## src/rtl/input_pre_data_assembler_if.sv

```systemverilog
// Row-assembler bus: byte stream in, padding/enable control, assembled row and PE launch strobe out.
interface input_pre_data_assembler_if;
   logic [7:0]  i_data_din;
   logic        i_data_din_vld;
   logic [7:0]  input_padding;
   logic        en;
   logic        PEclk;
   logic [0:271] parallel_data;

   modport master (
      output i_data_din,
      output i_data_din_vld,
      output input_padding,
      output en,
      input  PEclk,
      input  parallel_data
   );

   modport slave (
      input  i_data_din,
      input  i_data_din_vld,
      input  input_padding,
      input  en,
      output PEclk,
      output parallel_data
   );
endinterface

```

## src/rtl/input_pre_data_assembler.sv

```systemverilog
// Serial-to-parallel row assembler: 34 byte slots with optional left/right zero pads, PEclk strobe per row.
// Optional build macro INPUT_PRE_DATA_DOUBLE_BUF_EN adds a separate output row register.
module input_pre_data_assembler (
   input  logic                       din_clk,
   input  logic                       rst_n,
   input_pre_data_assembler_if.slave  bus
);

   logic [5:0]   r_cnt;
   logic         r_padL;
   logic         r_padR;
   logic [0:271] r_asm;
   logic         r_peClk;

   logic         w_accept;
   logic         w_rowStart;
   logic         w_padL;
   logic         w_padR;
   logic [5:0]   w_rowLen;
   logic [5:0]   w_slot;
   logic         w_last;
   logic [0:271] w_asmNext;
   logic         w_unusedPadBits;

   assign w_accept        = bus.en & bus.i_data_din_vld;
   assign w_rowStart      = (r_cnt == 6'd0);
   assign w_unusedPadBits = ^bus.input_padding[6:1];

   // At row start the pads come straight from the input so the first byte sees them on the same edge.
   assign w_padL   = w_rowStart ? bus.input_padding[7] : r_padL;
   assign w_padR   = w_rowStart ? bus.input_padding[0] : r_padR;
   assign w_rowLen = 6'd34 - {5'd0, w_padL} - {5'd0, w_padR};
   assign w_slot   = r_cnt + {5'd0, w_padL};
   assign w_last   = (r_cnt == (w_rowLen - 6'd1));

   always_comb begin
      w_asmNext = r_asm;
      if (w_accept) begin
         // Pad slots are cleared when a row opens, since the previous row may have left data there.
         if (w_rowStart) begin
            if (w_padL) begin
               w_asmNext[0:7] = 8'h00;
            end
            if (w_padR) begin
               w_asmNext[264:271] = 8'h00;
            end
         end
         w_asmNext[{w_slot, 3'b000} +: 8] = bus.i_data_din;
      end
   end

   always_ff @(posedge din_clk or negedge rst_n) begin
      if (!rst_n) begin
         r_cnt   <= 6'd0;
         r_padL  <= 1'b0;
         r_padR  <= 1'b0;
         r_asm   <= '0;
         r_peClk <= 1'b0;
      end else begin
         r_peClk <= w_accept & w_last;
         if (bus.en) begin
            if (w_rowStart) begin
               r_padL <= bus.input_padding[7];
               r_padR <= bus.input_padding[0];
            end
            r_asm <= w_asmNext;
            if (w_accept) begin
               r_cnt <= w_last ? 6'd0 : (r_cnt + 6'd1);
            end
         end
      end
   end

   assign bus.PEclk = r_peClk;

`ifdef INPUT_PRE_DATA_DOUBLE_BUF_EN
   logic [0:271] r_out;

   always_ff @(posedge din_clk or negedge rst_n) begin
      if (!rst_n) begin
         r_out <= '0;
      end else if (w_accept && w_last) begin
         r_out <= w_asmNext;
      end
   end

   assign bus.parallel_data = r_out;
`else
   assign bus.parallel_data = r_asm;
`endif

endmodule

```

## src/flat_wrapper.sv

```systemverilog
// flat-port wrapper written by rule: the top's interface ports become plain ports
module input_pre_data_assembler_flat 
  (din_clk, rst_n, bus_i_data_din, bus_i_data_din_vld, bus_input_padding, bus_en, bus_PEclk, bus_parallel_data);
  input_pre_data_assembler_if bus_i ();
  input  logic din_clk;
  input  logic rst_n;
  input wire logic [$bits(bus_i.i_data_din)-1:0] bus_i_data_din;
  input wire logic [$bits(bus_i.i_data_din_vld)-1:0] bus_i_data_din_vld;
  input wire logic [$bits(bus_i.input_padding)-1:0] bus_input_padding;
  input wire logic [$bits(bus_i.en)-1:0] bus_en;
  output wire logic [$bits(bus_i.PEclk)-1:0] bus_PEclk;
  output wire logic [$bits(bus_i.parallel_data)-1:0] bus_parallel_data;
  assign bus_i.i_data_din = bus_i_data_din;
  assign bus_i.i_data_din_vld = bus_i_data_din_vld;
  assign bus_i.input_padding = bus_input_padding;
  assign bus_i.en = bus_en;
  assign bus_PEclk = bus_i.PEclk;
  assign bus_parallel_data = bus_i.parallel_data;
  input_pre_data_assembler u_core (.din_clk(din_clk), .rst_n(rst_n), .bus(bus_i));
endmodule
```

## config.mk

```make
export PLATFORM = sky130hd
export DESIGN_NAME = input_pre_data_assembler_flat
export DESIGN_NICKNAME = d
export VERILOG_FILES = /design/src/rtl/input_pre_data_assembler_if.sv /design/src/rtl/input_pre_data_assembler.sv /design/src/flat_wrapper.sv
export SDC_FILE = /design/constraint.sdc
export NUM_CORES = 1
export LEC_CHECK = 0
export ABC_AREA = 0
export BUFFER_PORTS_ARGS = -buffer_cell sky130_fd_sc_hd__buf_2
export CAP_MARGIN = 15
export CORE_ASPECT_RATIO = 1.25
export CORE_MARGIN = 2
export CORE_UTILIZATION = 47
export DETAILED_ROUTE_END_ITERATION = 7
export GPL_TIMING_DRIVEN = 1
export PLACE_DENSITY = 0.75
export SLEW_MARGIN = 5
export SYNTH_ARGS = -nofsm -noshare
export SYNTH_HDL_FRONTEND = slang
export SYNTH_SLANG_ARGS = --single-unit
```

## constraint.sdc

```tcl
create_clock -name din_clk -period 3.3 [get_ports din_clk]
set_input_delay 0.66 -clock din_clk [delete_from_list [all_inputs] [get_ports din_clk]]
set_output_delay 0.66 -clock din_clk [all_outputs]
set_load 0.005 [all_outputs]
```

Yosys cells after proc, flatten, opt, wreduce, memory -nomap -nowiden
Index checks and enable logic that the tools add are counted.
{"block": "op_classes", "n_addsub": 6, "n_eq_ne": 1, "shifts": 2, "mux": 10, "n_bitwise": 3, "n_reduce_logical": 2}
{"op": "variable shift 273 x 11 -> 272 bit (first input constant)", "n": 1}
{"op": "variable part select 273 x 11 -> 272 bit", "n": 1}
{"op": "bitwise mux 272 bit", "n": 1}
{"op": "2-to-1 mux 8 bit", "n": 6}
{"op": "negation 10 -> 11 bit", "n": 1}
{"op": "inverter 9 -> 10 bit", "n": 1}
{"op": "adder 6 x 1 -> 6 bit", "n": 1}
{"op": "adder 6 x 1 -> 6 bit (second input constant)", "n": 1}
{"op": "== test 6 bit", "n": 1}
{"op": "zero test 6 bit", "n": 1}
{"op": "2-to-1 mux 6 bit", "n": 1}
{"op": "subtractor 6 x 1 -> 6 bit", "n": 1}
{"op": "subtractor 6 x 1 -> 6 bit (first input constant)", "n": 1}
{"op": "subtractor 6 x 1 -> 6 bit (second input constant)", "n": 1}
{"op": "AND 1 bit", "n": 2}
{"op": "2-to-1 mux 1 bit", "n": 2}
{"op": "AND reduction 2 bit", "n": 1}
{"block": "totals", "regBits": 281, "input_bits": 20, "out_inout_bits": 273, "wordCells": 29}

Longest topological paths before layout
{"block": "depth", "depth_word": 7, "mapped_depth": 15, "mapped_depth_nobuf": 11}

Worst setup path after synthesis
Ideal clock, no wire load.
{"block": "synth_path", "path_type": "flip-flop to flip-flop", "from": "register u_core.r_cnt[4]", "to": "register u_core.r_asm, in the netlist u_core.bus.parallel_data[169]", "setup_ns": 0.125, "arrival_ns": 3.242, "required_time_ns": 3.175, "setup_slack_ns": -0.067, "path_stages_with_launch": 13, "n_path_buf": 2, "synth_period_minus_slack_ns": 3.367, "path_cell_list": "dfrtp_1 > clkbuf_1 > nor2_1 > and3_1 > mux2_2 > ha_1 > ha_1 > buf_2 > nand2b_1 > o31ai_4 > inv_4 > nor4_4 > mux2_2"}
{"block": "synth_between", "elab_chain_cells": 7, "word_cells_on_any_way": 8, "cone_classes": "2 x add/sub; 2 x shift; 2 x mux; 1 x bitwise; 1 x reduce/logical"}
{"item": "from (decl)", "line": "input_pre_data_assembler.sv:9", "rtl": "logic [5:0] r_cnt;"}
{"item": "from (signal assigned)", "line": "input_pre_data_assembler.sv:68", "rtl": "r_cnt <= w_last ? 6'd0 : (r_cnt + 6'd1);"}
{"item": "zero test 6 bit (*)", "line": "input_pre_data_assembler.sv:26", "rtl": "assign w_rowStart = (r_cnt == 6'd0);"}
{"item": "2-to-1 mux 1 bit (*)"}
{"item": "net u_core.w_padL", "line": "input_pre_data_assembler.sv:17", "rtl": "logic w_padL;"}
{"item": "adder 6 x 1 -> 6 bit (*)", "line": "input_pre_data_assembler.sv:33", "rtl": "assign w_slot = r_cnt + {5'd0, w_padL};"}
{"item": "inverter 9 -> 10 bit (not written as such) (*)", "line": "input_pre_data_assembler.sv:48", "rtl": "w_asmNext[{w_slot, 3'b000} +: 8] = bus.i_data_din;"}
{"item": "negation 10 -> 11 bit (*)", "line": "input_pre_data_assembler.sv:48"}
{"item": "variable part select 273 x 11 -> 272 bit or variable shift 273 x 11 -> 272 bit (tied branches)", "line": "input_pre_data_assembler.sv:48"}
{"item": "bitwise mux 272 bit (*)", "line": "input_pre_data_assembler.sv:48"}
{"item": "to (signal assigned)", "line": "input_pre_data_assembler.sv:66", "rtl": "r_asm <= w_asmNext;"}
{"item": "to (decl)", "line": "input_pre_data_assembler.sv:12", "rtl": "logic [0:271] r_asm;"}
Mark *: on every way through the listed nets, which the timed path passes. The rest lies on a longest branch.
A chain may end at the register's enable or synchronous reset.

Worst setup path in the final report
{"block": "layout_path", "from": "register u_core.r_cnt[5]", "to": "register u_core.r_asm, in the netlist u_core.bus.parallel_data[111]"}
The elaborated chain is that of the path after synthesis.

==> metrics.md <==
| Metric | Value |
|---|---|
| First-pass GRT wire length | `49.9 mm` |
| Placement Cell Area | `12900 um2` |
| Overflow after GRT | `0` |
| Final Skew | `10.2 ps` |
| Maximum clock path buffer count | `3` |
| # placed instances | `1473` |
| Netlist cell types | `50` |
| WL final | `32.3 mm` |
| Minimum hold slack | `156 ps` |
| Switching pwr | `2.95 mW` |
| Syn_area_per_cell | `12.0 um2` |
| WS Path Type | `flop to flop` |
| Fin area | `13800 um2` |
| Cts bufs inserted | `26` |
| Initial Utilization | `47.6%` |
| Static leakage | `7.18 nW` |
| Final Slew Violations | `0` |
| Final cell count without fillers | `1519` |
| Full die area | `24400 um2` |
| Final Cycle Share | `95.5%` |
| Antenna violations before repair | `0` |
| Syn_nets | `931` |
| Die Y | `174 um` |
| Vias in the first global route | `8597` |
| Failing checks | `DRC` |
| Final Hold Fails | `0` |
| Post-Syn Area | `10900 um2` |
| Sequential element share of the synthesized area | `64.6%` |
| Area grow syn2layout | `27.1%` |
| DR DRC count | `20` |
| Top cells by area, synth | `dfrtp_1 65%, o2bb2ai_1 8.4%, o21ai_0 7.5%` |
| Port Buffers | `286` |
| Status | `finished with violations` |
| Drt via density | `5.73` |
| Drt first pass iters | `8` |
| Top FF cell, synth | `dfrtp_1` |
| Total track usage | `26.0%` |
| Clock Sinks | `281` |
| Num rows | `62` |
| Multi-input gate area | `3640 um2` |
| Pwr dens | `713 nW/um2` |
| Maximum VDD drop | `420 uV` |
| Hold WC Path Type | `input port to asynchronous set/reset pin` |
| Number of synthesized flops with an enable pin | `0` |
| Yosys reg bits | `281` |
| GP Congestion | `0.845` |
| Post-synth top area cell | `dfrtp_1` |
| FMAX | `317 MHz` |
| Final Setup Violations | `0` |
| Final min period | `3150 ps` |
| Comb power frac | `23.8%` |
| Post-DR wirelength/cell | `21.3 um` |
| CP arrival | `3550 ps` |
| Initial DRC Count | `564` |
| Pin count of the biggest net entering global routing | `89` |
| Hold buffers post-CTS | `0` |
| Slew headroom | `53.6%` |
| Int Power | `6.92 mW` |
| CTS tree | `yes` |
| Worst Path Max Fanout | `9` |
| Die Wd | `140 um` |
| Worst Path Required | `3700 ps` |
| Actual slew at the worst max-slew pin | `697 ps` |
| Post-detail-place hpwl | `22.6 mm` |
| Htree depth | `1` |
| MaxCap Viol Count | `0` |
| Clock-pin slew on the worst setup and hold paths | `60 ps` |
| Pwr Total | `9.87 mW` |
| IO Count | `293` |
| Antenna cell count | `0` |
| Vias | `8697` |
| Part of the power in registers | `45.4%` |
| Routed Antenna Nets | `0` |
| Clock power frac | `30.9%` |
| Fill cells | `1861` |
| Post-layout nets | `1241` |
| Synth async-reset ratio | `100%` |
| Worst-skew pair later-pin latency | `530 ps` |
| Sequential cell area | `7030 um2` |
| Type of origin of the critical path | `flop` |
| Synth Instances | `906` |
| Root Buffer | `clkbuf_16` |
| Unrepaired setup endpoints after global routing | `true` |
| YS warnings | `0` |
| Share of cells above drive strength 1 | `36.5%` |
| Total core area | `22900 um2` |
| Post-synth top area share | `64.6%` |
| Critical Path End Type | `flop` |
| Fin util | `60.5%` |
| Net Sw Frac | `29.9%` |
Yosys cell counts (3+ instances only):
cell and instances:
mux2_2 42, and3_1 5, o221ai_1 4, o21ai_0 163, or2_2 3, o2bb2ai_1 105, buf_2 18, nand3_1 20
dfrtp_1 281, clkbuf_1 37, nor2_1 7, mux2_1 3, o211ai_1 4, ha_1 5, o22ai_1 10, inv_1 13
nand2_1 132, mux2i_1 8, a21oi_1 4
power groups by stage:
stage | sequential [mW] | clock (mW) | combinational (mW)
6_report | 4.48 | 3.05 | 2.35
5_1_grt | 4.55 | 3.23 | 2.56
4_1_cts | 4.47 | 3.08 | 2.31
3_5_place_dp | 4.50 | 0 | 2.29
3_3_place_gp | 4.51 | 0 | 2.23
2_1_floorplan | 4.54 | 0 | 1.09
kinds of logic (layout without fill, tap and decap cells):
kind of cell / after synthesis / count (layout) / synth area share (%)
flip-flops: 281 / 281 / 64.6
multiplexers: 53 / 53 / 5.39
XOR/XNOR: 2 / 2 / 0.161
buffers and inverters: 69 / 394 / 2.61
adder cells (fa/ha/maj): 5 / 5 / 0.574
AND/OR/NAND/NOR: 192 / 192 / 8.27
AO/OA/AOI/OAI: 304 / 304 / 18.4
path summary, 6_finish.rpt:
path	from	endpoint	slack, ps	cells after the start
min reg2reg	u_core.bus.parallel_data[53]	u_core.bus.parallel_data[53]	470	2
min	rst_n	u_core.bus.parallel_data[271]	160	1
min in group din_clk	bus_en	u_core.r_padR	430	2
max in group asynchronous	rst_n	u_core.bus.parallel_data[227]	2340	2
max reg2reg	u_core.r_cnt[5]	u_core.bus.parallel_data[111]	150	11
max	u_core.r_cnt[5]	u_core.bus.parallel_data[111]	150	11
repair_timing:
action                     in CTS  in global routing
setup endpoints to repair      40                166
pin swaps                       0                  4
resized for setup               3                 13
buffers inserted                0                  3
cloned                          0                  0
worst max-delay path: stages (launching register included):
cell and delay [ps]:
dfrtp_1 380, nor2_1 170, and3_1 220, mux2_2 390, ha_1 210, ha_2 230
buf_4 170, a311oi_1 260, a41o_1 160, or2_2 280, nand3_1 340, o2bb2ai_1 240
cell type report:
class	count	area share (%)
sequential	281	50.8
multi-input combinational	556	26.3
timing repair buffer	337	13.7
clock buffer	36	5.63
tap	288	2.60
clock inverter	7	0.642
inverter	14	0.398
placed cells by master (no fill, tap or decap), drive strengths merged, types with 4 or more instances in the layout:
| cell | instances |
|---|---|
| buf | 337 |
| dfrtp | 281 |
| o21ai | 164 |
| nand2 | 132 |
| o2bb2ai | 105 |
| mux2 | 45 |
| clkbuf | 36 |
| nand3 | 20 |
| inv | 14 |
| o22ai | 10 |
| nor2 | 9 |
| mux2i | 8 |
| and3 | 5 |
| ha | 5 |
| clkinv | 5 |
| o211ai | 4 |
| o221ai | 4 |
| a21oi | 4 |
metal layers:
layer	GRT usage, %	vias to the layer above	routed length (um)
met1	32.7	4348	12600
met4	7.70	0	1040
met3	6.50	76	2730
met5	0	-	0
met2	44.6	390	16000
li1	-	3883	-
flip-flops by register name (all words and copies together), names as in the netlist:
name	flops
u_core.bus.PEclk	1
u_core.bus.parallel_data	272
u_core.r_cnt	6
u_core.r_padL	1
u_core.r_padR	1
stage by stage:
stage	setup TNS (ps)	worst slack, ps
after global routing	-670	-42.0
final	0	149
after detailed placement	-155	-27.9
after CTS	0	15.0
after global placement	0	59.8
after floorplan	0	8.11
Note: power is estimated with default switching activity, not from simulation.
